<file path="src/rtl/fetch_pc_predictor.sv">
// Fetch-stage PC generator with an optional direct-mapped BTB of 2-bit counters.
// Define FETCH_BTB_EN to build the BTB; otherwise fetch is static not-taken.
module fetch_pc_predictor #(
  parameter int                  PC_WIDTH  = 32,
  parameter int                  BTB_DEPTH = 16,
  parameter logic [PC_WIDTH-1:0] RESET_PC  = '0
) (
  input  logic                clk,
  input  logic                rst,
  input  logic                cpu_en,
  input  logic                is_stall,
  input  logic                redirect_valid,
  input  logic [PC_WIDTH-1:0] redirect_pc,
  input  logic                upd_valid,
  input  logic [PC_WIDTH-1:0] upd_pc,
  input  logic                upd_taken,
  input  logic [PC_WIDTH-1:0] upd_target,
  output logic [PC_WIDTH-1:0] pc,
  output logic                pred_taken,
  output logic [PC_WIDTH-1:0] pred_target
);

  logic [PC_WIDTH-1:0] pc_plus4;
  assign pc_plus4 = pc + PC_WIDTH'(4);

  // Redirect beats stall; the predicted next PC is followed otherwise.
  // NOTE: sequential state uses non-blocking assignments so every register samples pre-edge values.
  always_ff @(posedge clk or negedge rst) begin
    if (!rst) begin
      pc <= RESET_PC;
    end else if (cpu_en) begin
      if (redirect_valid) begin
        pc <= redirect_pc;
      end else if (!is_stall) begin
        pc <= pred_target;
      end
    end
  end

`ifdef FETCH_BTB_EN

  localparam int IDX_W = $clog2(BTB_DEPTH);
  localparam int TAG_W = PC_WIDTH - IDX_W - 2;

  typedef struct packed {
    logic                valid;
    logic [TAG_W-1:0]    tag;
    logic [PC_WIDTH-1:0] target;
    logic [1:0]          ctr;
  } btb_entry_t;

  localparam btb_entry_t ENTRY_RESET = '{valid: 1'b0, tag: '0, target: '0, ctr: 2'b01};

  btb_entry_t       btb [BTB_DEPTH];
  logic [IDX_W-1:0] rd_idx;
  logic [IDX_W-1:0] wr_idx;
  logic [TAG_W-1:0] rd_tag;
  logic [TAG_W-1:0] wr_tag;
  btb_entry_t       rd_entry;
  btb_entry_t       wr_old;
  btb_entry_t       wr_entry;
  logic             upd_hit;
  logic             wr_en;
  logic             unused_upd_lsb;

  assign unused_upd_lsb = ^upd_pc[1:0];

  assign rd_idx   = pc[IDX_W+1:2];
  assign rd_tag   = pc[PC_WIDTH-1:IDX_W+2];
  assign wr_idx   = upd_pc[IDX_W+1:2];
  assign wr_tag   = upd_pc[PC_WIDTH-1:IDX_W+2];
  assign rd_entry = btb[rd_idx];
  assign wr_old   = btb[wr_idx];
  assign upd_hit  = wr_old.valid && (wr_old.tag == wr_tag);

  assign pred_taken  = rd_entry.valid && (rd_entry.tag == rd_tag) && rd_entry.ctr[1];
  assign pred_target = pred_taken ? rd_entry.target : pc_plus4;

  // Training: saturating counter on a hit, allocate weakly-taken on a taken miss.
  always_comb begin
    wr_en          = 1'b0;
    wr_entry       = wr_old;
    wr_entry.valid = 1'b1;
    wr_entry.tag   = wr_tag;
    if (cpu_en && upd_valid) begin
      if (upd_hit) begin
        wr_en = 1'b1;
        if (upd_taken) begin
          wr_entry.target = upd_target;
          if (wr_old.ctr != 2'b11) wr_entry.ctr = wr_old.ctr + 2'b01;
        end else if (wr_old.ctr != 2'b00) begin
          wr_entry.ctr = wr_old.ctr - 2'b01;
        end
      end else if (upd_taken) begin
        wr_en           = 1'b1;
        wr_entry.target = upd_target;
        wr_entry.ctr    = 2'b10;
      end
    end
  end

  // NOTE: the table is built from flops, not RAM, because reset must clear every entry at once.
  always_ff @(posedge clk or negedge rst) begin
    if (!rst) begin
      for (int i = 0; i < BTB_DEPTH; i++) btb[i] <= ENTRY_RESET;
    end else if (wr_en) begin
      btb[wr_idx] <= wr_entry;
    end
  end

`else

  logic unused_upd;
  assign unused_upd  = ^{upd_valid, upd_pc, upd_taken, upd_target};
  assign pred_taken  = 1'b0;
  assign pred_target = pc_plus4;

`endif

endmodule
</file>
<file path="config.mk">
export PLATFORM = sky130hd
export DESIGN_NAME = fetch_pc_predictor
export DESIGN_NICKNAME = d
export VERILOG_FILES = /design/src/rtl/fetch_pc_predictor.sv
export SDC_FILE = /design/constraint.sdc
export NUM_CORES = 1
export LEC_CHECK = 0
export CAP_MARGIN = 5
export CORE_ASPECT_RATIO = 0.75
export CORE_MARGIN = 2
export CORE_UTILIZATION = 36
export CTS_CLUSTER_DIAMETER = 40
export DETAILED_ROUTE_END_ITERATION = 12
export PLACE_DENSITY = 0.82
export SETUP_SLACK_MARGIN = 0.02
export SYNTH_ARGS = -nofsm -noshare
export SYNTH_HDL_FRONTEND = slang
export SYNTH_SLANG_ARGS = --single-unit
</file>
<file path="constraint.sdc">
create_clock -name clk -period 2.5 [get_ports clk]
set_input_delay 0.625 -clock clk [delete_from_list [all_inputs] [get_ports clk]]
set_output_delay 0.625 -clock clk [all_outputs]
set_load 0.05 [all_outputs]
</file>
### Word level (Yosys, flattened, before mapping)

Cells that the tools add are included.
W data, S select, Z words.

* $add $sub $neg: 1
* equal/unequal tests: 1
* multiplexer cells: 2
* reduce and logical (&&, ||, !) cells: 1

Operators by type and width (number)
* $mux W32: 2
* $add A32 B3 Y32 const B: 1
* $ne A2 B1 Y1 const B: 1
* $reduce_and A2 Y1: 1

* flip-flop bits (word level): 32
* word-level logic and storage cells: 6

### Longest topological paths before layout

Gate-level depths: netlist (run 1).

* word-level depth: 3
* gate-level depth with buffers: 8

### Worst setup path after synthesis (run 1)

Ideal clock, no wire load.

* path type: register to output
* start point: register pc[7]
* end point: output pred_target[31]
* arrival: 2.813 ns
* required time: 1.875 ns
* slack: -0.938 ns
* stages on the path, launching flop included: 7
* cell sequence: dfrtp_1 > buf_2 > and4_1 > nand4_4 > nor4_4 > nand4_2 > xnor2_1

* longest elaborated chain between the ends: 1

RTL lines
* start: declaration: RTL line 18 `output logic [PC_WIDTH-1:0] pc,`
* start signal: assignment: RTL line 33 `pc <= redirect_pc;`
* start signal: assignment: RTL line 35 `pc <= pred_target;`
* $add A32 B3 Y32: RTL line 24 `assign pc_plus4 = pc + PC_WIDTH'(4);`
* end: declaration: RTL line 20 `output logic [PC_WIDTH-1:0] pred_target`

No other way between the ends.

### Worst setup path in the final report (run 1)

* start point: register pc[11]
* end point: output pred_target[31]

The elaborated chain is that of the path after synthesis.

==> results of run 1 <==
## synthesized netlist by cell type, types with 3 or more instances
cell type  number  area share
a31oi_1         8       0.020
and3_1          6       0.015
and4_1          6       0.021
nor4_1          3      0.0075
nand2_1        27       0.041
o22a_1          5       0.018
nor2_1         21       0.032
xnor2_1        11       0.039
o22ai_1         3      0.0075
o2bb2ai_1       3       0.011
nor4_4          4       0.034
a21oi_1        11       0.022
o211ai_1        3      0.0090
o21a_1          5       0.015
nand4_1         4       0.010
inv_1           8       0.012
buf_4           3      0.0090
nor4_2          3       0.015
nor3_1          8       0.016
buf_2           3      0.0060
xor2_1         17       0.060
nand3_1        17       0.034
mux2i_1         4       0.016
dfrtp_1        32        0.32
a22oi_1         6       0.018
o21ai_0        17       0.034
clkbuf_1       20       0.030
## kinds of logic (layout without fill, tap and decap cells)
group | Yosys count | after routing
AND/OR/NAND/NOR | 110 | 110
flip-flops | 32 | 32
buffers and inverters | 36 | 191
adder cells (fa/ha/maj) | 1 | 1
other | 1 | 1
multiplexers | 6 | 6
AO/OA/AOI/OAI | 79 | 79
XOR/XNOR | 28 | 28
## worst paths after layout
kind / endpoint / startpoint / cells after the start / slack, ps
hold reg to reg: pc[1] / pc[1] / 1 / 530
min in group asynchronous: pc[0] / rst / 2 / 750
setup reg to reg: pc[24] / pc[11] / 7 / 580
hold / removal: pc[1] / pc[1] / 1 / 530
max in group asynchronous: pc[22] / rst / 2 / 1420
setup / recovery: pred_target[31] / pc[11] / 8 / -200
## routing by layer
metal / wire [um] / GRT usage / share of wire / vias up
li1: - / - / - / 1369
met1: 3920 / 0.330 / 0.43 / 1433
met2: 4420 / 0.377 / 0.49 / 118
met3: 611 / 0.0505 / 0.068 / 9
met4: 75 / 0.0425 / 0.0083 / 0
met5: 0 / 0 / 0 / -
## worst max-delay path: stages (launching register included)
cell and delay, ps:
dfrtp_2 370, and4_4 250, nand4_4 140, buf_12 170
nor4_4 180, buf_4 170, nand4_4 140, xnor2_4 210
buf_12 160
## stage by stage
stage / worst slack, ps / cells / area (um2)
2_1_floorplan: -328 / 293 / 2890
3_3_place_gp: 15.2 / 498 / 4520
3_5_place_dp: -157 / 498 / 4520
4_1_cts: -211 / 523 / 4870
5_1_grt: -256 / 532 / 5010
6_report: -195 / 532 / 5010
## where the power goes
group / leakage (nW) / switching, mW / total [mW] / internal (mW)
Sequential: 0.347 / 0.0985 / 0.710 / 0.612
Combinational: 1.70 / 1.15 / 1.99 / 0.840
Clock: 0.0455 / 0.200 / 0.425 / 0.225
## area by class of cell
cell class	count	share of cell area
Clock buffer	8	0.0180
Inverter	8	0.00674
Multi-Input combinational cell	225	0.413
Sequential cell	32	0.166
Tap cell	84	0.0210
Timing Repair Buffer	175	0.376
## repair_timing
| action | CTS | global route |
|---|---|---|
| setup endpoints to repair | 22 | 23 |
| gates resized for setup | 33 | 11 |
| pin swaps | 22 | 9 |
| setup buffers | 17 | 9 |
==> out/summary.txt, run 1 <==
Status -> complete, but fails checks
Failing checks -> setup timing
Hold Fails Final Rpt -> 0
Drt pass-1 iters -> 4
Layout cells sized above 1 -> 0.462
CP Launch Type -> flop
Latest clock arrival within the worst-skew pair -> 290 ps
# diodes -> 0
Final #Nets -> 551
I/O Buffers -> 100
Layout area overhead -> 101%
Crit path time final -> 2700 ps
Worst setup margin -> -195 ps
Initial core utilization -> 0.368
IO Pins -> 168
Wirelength per Cell -> 17.0 um
Yosys cell types -> 57
Final number of setup-violating endpoints -> 16
Simple-gate share of the synthesized area -> 0.266
CTS tree -> done
Fmax -> 371 MHz
Core area -> 0.00677 mm2
Main combinational cell family by area after synthesis -> simple AND/OR/NAND/NOR gates
Antenna violations before repair -> 0
Die width -> 100 um
First-pass GRT wire length -> 14400 um
Number of routed nets with antenna violations -> 0
Tcrit/Tclk final -> 1.08
Initial DRC count -> 156
GR Overflow Total -> 0
Mux contribution to synthesized area -> 0.0251
Clock root buffer -> clkbuf_8
Hpwl dp -> 6290 um
Wirelength, routed -> 9020 um
H-tree depth -> 2
Clock skew -> 7.23 ps
DRC viols -> 0
Die area -> 0.00761 mm2
Post-Syn Area -> 0.00249 mm2
Sink Count -> 32
Synthesized instance count -> 293
Setup crit end kind -> primary output
Pwr Density -> 623 mW/mm2
RSZ-0062 raised after global routing -> yes
Final Util -> 0.741
Max Fanout on Critical Path -> 4
CP Class -> reg -> out
Vias/cell -> 5.51
Adder-Cell Fraction of Synth Area -> 0.00502
Complex-gate fraction of the synthesized area -> 0.220
Register area -> 832 um2
Hold crit path type -> reg -> reg
Num rows -> 26
Synth warn -> 0
Syn Nets -> 397
VDD IR max -> 0.000482 V
CTS buffer count -> 5
Top reg by flops -> pc
XOR/XNOR share of the synthesized area -> 0.0984
Worst Path Required -> 1880 ps
Footprint of the multi-input gates -> 0.00207 mm2
Clock edge transition at the registers on the reported setup and hold paths -> 70 ps
Hold_buf cts -> 0
Number of synthesized register bits -> 32
Slew headroom -> 0.646
Regs by FF count -> pc x32
Post-synthesis async set-or-reset flop share -> 1.00
Deepest clock path buffer count -> 2
Seq/Total Area, Yosys -> 0.321
Slew at the pin closest to its max-slew limit -> 530 ps
Max-cap viol count -> 0
Final slew viol count -> 0
Number of synthesized flops with an enable pin -> 0
Most common library cell in the layout ignoring fill and taps -> clkdlybuf4s50_1
Die Ht -> 76.1 um
Largest net degree at the start of global routing -> 33
Worst hold margin -> 533 ps
Post-synth top flop -> dfrtp_1
Fill cell count -> 455
Max FFs per register -> 32
Vias in the first global route -> 2860
Synthesized area per cell -> 8.51 um2
Most frequent cells in the layout -> clkdlybuf4s50_1 (70), buf_4 (68), buf_12 (30)
Setup TNS -> -1700 ps
Vias post-DR -> 2929
Gpl congestion -> 0.839
Pwr Total -> 3.13 mW
Worst EP arrival -> 2070 ps
Leak -> 2.09 nW
Total track usage -> 0.235
No activity file was read; power rests on OpenSTA's default activity.
==> run 2, diff against run 1 <==
--- a/config.mk
+++ b/config.mk
@@ -11,6 +11,7 @@
 export CORE_UTILIZATION = 36
 export CTS_CLUSTER_DIAMETER = 40
 export DETAILED_ROUTE_END_ITERATION = 12
+export GPL_TIMING_DRIVEN = 0
 export PLACE_DENSITY = 0.82
 export SETUP_SLACK_MARGIN = 0.02
 export SYNTH_ARGS = -nofsm -noshare
==> out/summary.txt, run 2 (synthesis results as in run 1) <==
Footprint of the multi-input gates -> 0.00206 mm2
Deepest clock path buffer count -> 2
RR Startpoint -> pc[11]
Hold crit path type -> in -> async
Initial core utilization -> 0.368
CTS buffer count -> 5
Sw Share -> 0.497
Most common library cell in the layout ignoring fill and taps -> clkdlybuf4s50_1
Fill cell count -> 471
Slew at the pin closest to its max-slew limit -> 787 ps
Reg2reg setup slack -> 230 ps
Design area -> 0.00469 mm2
Layout cells sized above 1 -> 0.436
Final number of setup-violating endpoints -> 22
Worst setup margin -> -288 ps
Final #Nets -> 555
Clock skew -> 6.76 ps
Failing checks -> setup timing
Drt pass-1 iters -> 7
RSZ-0062 raised after global routing -> yes
Hpwl dp -> 6490 um
Die area -> 0.00761 mm2
Status -> complete, but fails checks
Sequential share of power -> 0.243
Pwr Density -> 628 mW/mm2
Clock power frac -> 0.148
I/O Buffers -> 99
Hold Fails Final Rpt -> 0
Capturing point of the worst reg2reg path -> pc[16]
Total track usage -> 0.281
CTS tree -> done
Internal power -> 1.48 mW
Num rows -> 26
Clock edge transition at the registers on the reported setup and hold paths -> 70 ps
DRC viols -> 0
Max-cap viol count -> 0
Register area -> 832 um2
Tcrit/Tclk final -> 1.12
Slew headroom -> 0.475
Worst EP arrival -> 2160 ps
IO Pins -> 168
Path depth of the worst reg2reg path -> 9
Die width -> 100 um
Max Fanout on Critical Path -> 8
Initial DRC count -> 394
Wirelength, routed -> 10900 um
First-pass GRT wire length -> 16700 um
Max FFs per register -> 32
Setup crit end kind -> primary output
Largest net degree at the start of global routing -> 33
CP Class -> reg -> out
Pwr Total -> 2.95 mW
Most frequent cells in the layout -> clkdlybuf4s50_1 (69), buf_4 (56), buf_6 (26)
Final slew viol count -> 0
Clock root buffer -> clkbuf_8
# diodes -> 0
Layout area overhead -> 88.4%
Antenna violations before repair -> 0
Core area -> 0.00677 mm2
Vias in the first global route -> 3241
VDD IR max -> 0.000340 V
Regs by FF count -> pc x32
Latest clock arrival within the worst-skew pair -> 300 ps
Gpl congestion -> 0.866
Die Ht -> 76.1 um
Comb pwr share -> 0.609
Final Util -> 0.694
Top reg by flops -> pc
Worst Path Required -> 1880 ps
Fmax -> 359 MHz
Hold_buf cts -> 0
P_sw -> 1.46 mW
Dpl cell area -> 0.00399 mm2
Leak -> 2.00 nW
H-tree depth -> 2
Sink Count -> 32
Crit path time final -> 2790 ps
Number of routed nets with antenna violations -> 0
Vias post-DR -> 3252
Wirelength per Cell -> 20.3 um
GR Overflow Total -> 0
CP Launch Type -> flop
Worst hold margin -> 401 ps
Vias/cell -> 6.07
## run 2: changes by cell type in the layout (fill, tap and decap cells not counted), sizes merged
cell | before | now
clkbuf | 8 | 26
buf | 105 | 88
clkdlybuf4s15 | 0 | 3
clkdlybuf4s50 | 70 | 69
clkinvlp | 1 | 0
dlygate4sd2 | 0 | 1
inv | 7 | 8
## run 2: routing by layer
metal	track usage	up-vias	routed length, um
li1	-	1374	-
met5	0	-	0
met4	0.108	0	348
met3	0.0743	44	1100
met2	0.451	266	5160
met1	0.362	1568	4300
## run 2: area by class of cell
cell class	count	area share
Tap cell	84	0.0224
Buffer	21	0.0245
Multi-Input combinational cell	225	0.438
Clock buffer	8	0.0192
Timing Repair Buffer	158	0.312
Sequential cell	32	0.177
Inverter	8	0.00640
## run 2: metrics by stage
step / TNS (ps) / std cells / setup WS, ps
floorplan: -3440 / 293 / -328
global placement: -24520 / 476 / -963
detailed placement: -25100 / 476 / -1030
CTS: -3180 / 524 / -290
global route: -4330 / 536 / -350
finish: -3100 / 536 / -288
## run 2: how the worst max path moves through the flow
stage	start	endpoint	slack (ps)	depth (start not counted)
finish	pc[2]	pred_target[30]	-290	6
detailed placement	pc[16]	pred_target[31]	-1030	7
floorplan	pc[7]	pred_target[31]	-330	6
global placement	pc[2]	pred_target[30]	-960	7
global route	pc[2]	pred_target[30]	-350	6
CTS	pc[7]	pred_target[22]	-290	8
## run 2: critical path: stages (launching register included)
cell     delay (ps)
dfrtp_2         410
ha_2            330
nand2_2         200
nor4_4          360
nand3_2         190
xnor2_4         210
buf_6           170
## run 2: what timing repair did
item / 4_1_cts / 5_1_grt
gates resized for setup: 210 / 19
buffers inserted: 45 / 14
gates cloned: 1 / 0
hold endpoints to repair: 0 / 0
pin swaps: 20 / 17
endpoints found under the setup margin: 50 / 45
## run 2: power by group through the flow
stage                     clock network, mW  logic, mW  registers (mW)
after global routing                  0.456       1.86           0.723
after global placement                    0       1.52           0.779
after detailed placement                  0       1.54           0.786
final                                 0.437       1.79           0.715
after floorplan                           0      0.749            1.05
after CTS                             0.429       1.73           0.710
==> run 3, diff against run 2 <==
--- a/config.mk
+++ b/config.mk
@@ -7,11 +7,12 @@
 export LEC_CHECK = 0
 export CAP_MARGIN = 5
 export CORE_ASPECT_RATIO = 0.75
-export CORE_MARGIN = 2
+export CORE_MARGIN = 5
 export CORE_UTILIZATION = 36
 export CTS_CLUSTER_DIAMETER = 40
 export DETAILED_ROUTE_END_ITERATION = 12
 export GPL_TIMING_DRIVEN = 0
+export HOLD_SLACK_MARGIN = 0.1
 export PLACE_DENSITY = 0.82
 export SETUP_SLACK_MARGIN = 0.02
 export SYNTH_ARGS = -nofsm -noshare
==> out/summary.txt, run 3 (synthesis results as in run 1) <==
Pwr Density -> 621 mW/mm2
Critical Path Slowest Stage Cell -> dfrtp_2
Die area -> 0.00870 mm2
Tcrit/Tclk final -> 1.11
Met3 wire length -> 1080 um
Worst slack, placed -> -1050 ps
Largest net degree at the start of global routing -> 33
CTS buffer count -> 5
Num rows -> 26
Failing checks -> setup timing
Most frequent cells in the layout -> clkdlybuf4s50_1 (68), buf_4 (55), buf_6 (26)
Final slew viol count -> 0
Fill cell count -> 468
# diodes -> 0
Top reg by flops -> pc
Max FFs per register -> 32
RSZ-0062 raised after global routing -> yes
Slew at the pin closest to its max-slew limit -> 775 ps
I/O Buffers -> 99
Worst EP arrival -> 2150 ps
Wirelength, routed -> 10600 um
Highest metal used -> met4
Deepest clock path buffer count -> 2
Initial core utilization -> 0.368
Design area -> 0.00476 mm2
Fin cells -> 536
Hold Fails Final Rpt -> 0
Max-cap viol count -> 0
Pwr Total -> 2.96 mW
Internal power -> 1.50 mW
DRC viols -> 0
Worst setup margin -> -271 ps
H-tree depth -> 2
Initial DRC count -> 380
Vias post-DR -> 3130
CTS tree -> done
Clock edge transition at the registers on the reported setup and hold paths -> 70 ps
Vias/cell -> 5.84
First-pass GRT wire length -> 16200 um
Core area -> 0.00677 mm2
Hold crit path type -> in -> async
Regs by FF count -> pc x32
Total track usage -> 0.243
CP Launch Type -> flop
DP Cell Count -> 476
GR Overflow Total -> 0
Clock power frac -> 0.149
Gpl congestion -> 0.883
Fmax -> 361 MHz
Met2 WL -> 5010 um
Hpwl dp -> 6800 um
Dpl cell area -> 0.00399 mm2
Worst Path Required -> 1880 ps
Comb pwr share -> 0.610
CP Class -> reg -> out
Die Ht -> 82.1 um
Slowest stage delay, CP -> 400 ps
Final #Nets -> 555
Number of routed nets with antenna violations -> 0
Slew headroom -> 0.483
IO Pins -> 168
Sw Share -> 0.494
Wirelength per Cell -> 19.8 um
Die width -> 106 um
Layout cells sized above 1 -> 0.434
Clock root buffer -> clkbuf_8
Crit path time final -> 2770 ps
Max Fanout on Critical Path -> 8
Status -> complete, but fails checks
Crit-path cells -> and4_4 > nand4_4 > buf_12 > buf_12 > nor3_4 > buf_6 > nand2_4 > xnor2_4 > buf_6
VDD IR max -> 0.000450 V
Most common library cell in the layout ignoring fill and taps -> clkdlybuf4s50_1
P_sw -> 1.46 mW
Final Util -> 0.704
Drt pass-1 iters -> 5
Leak -> 2.05 nW
Layout area overhead -> 91.1%
Sequential share of power -> 0.241
Sink Count -> 32
Hold_buf cts -> 0
M1 WL -> 4190 um
Latest clock arrival within the worst-skew pair -> 310 ps
Final number of setup-violating endpoints -> 19
Setup crit end kind -> primary output
Clock skew -> 3.85 ps
Vias in the first global route -> 3193
Antenna violations before repair -> 0
-- run 3: power by group through the flow --
| stage | logic, mW | registers (mW) | clock network, mW |
|---|---|---|---|
| 3_5_place_dp | 1.55 | 0.784 | 0 |
| 6_report | 1.81 | 0.713 | 0.441 |
| 3_3_place_gp | 1.53 | 0.777 | 0 |
| 2_1_floorplan | 0.749 | 1.05 | 0 |
| 4_1_cts | 1.75 | 0.711 | 0.442 |
| 5_1_grt | 1.88 | 0.724 | 0.467 |
-- run 3: final cells by class --
class	instances	area, um2	area share
clock buffers	8	90.1	0.0189
plain buffers	21	114	0.0239
repair buffers	158	1520	0.318
well taps	84	105	0.0221
inverters	8	30.0	0.00631
multi-input cells	225	2080	0.436
flip-flops and latches	32	832	0.175
-- run 3: through the flow --
stage | TNS [ps] | hold slack, ps
2_1_floorplan | -3440 | 329
3_3_place_gp | -26190 | 509
3_5_place_dp | -26330 | 529
4_1_cts | -3620 | 419
5_1_grt | -4580 | 457
6_report | -3190 | 389
-- run 3: worst paths after layout --
path	from	to	slack, ps	depth (start not counted)
worst min-delay path	rst	pc[5]	390	1
worst min register to register	pc[1]	pc[1]	540	1
worst max-delay path	pc[5]	pred_target[24]	-270	9
min in group clk	pc[1]	pc[1]	540	1
worst max register to register	pc[5]	pc[24]	430	7
max in group asynchronous	rst	pc[28]	1570	1
-- run 3: worst max-delay path, delay by kind of cell (launching register included) --
family                    cells  cell delay (ps)
xor gates and xnor gates      1              160
buffers and inverters         4              640
DFF                           1              400
and+or+nand+nor               4              630
-- run 3: per-layer routing --
metal,vias to the layer above,track usage
li1,1388,-
met1,1498,0.300
met2,214,0.391
met3,30,0.0841
met4,0,0.102
met5,-,0
-- run 3: repair_timing --
item | CTS | global route
buffers inserted | 42 | 16
gates resized for setup | 216 | 17
cloned | 1 | 0
pin swaps | 18 | 22
setup endpoints to repair | 50 | 43
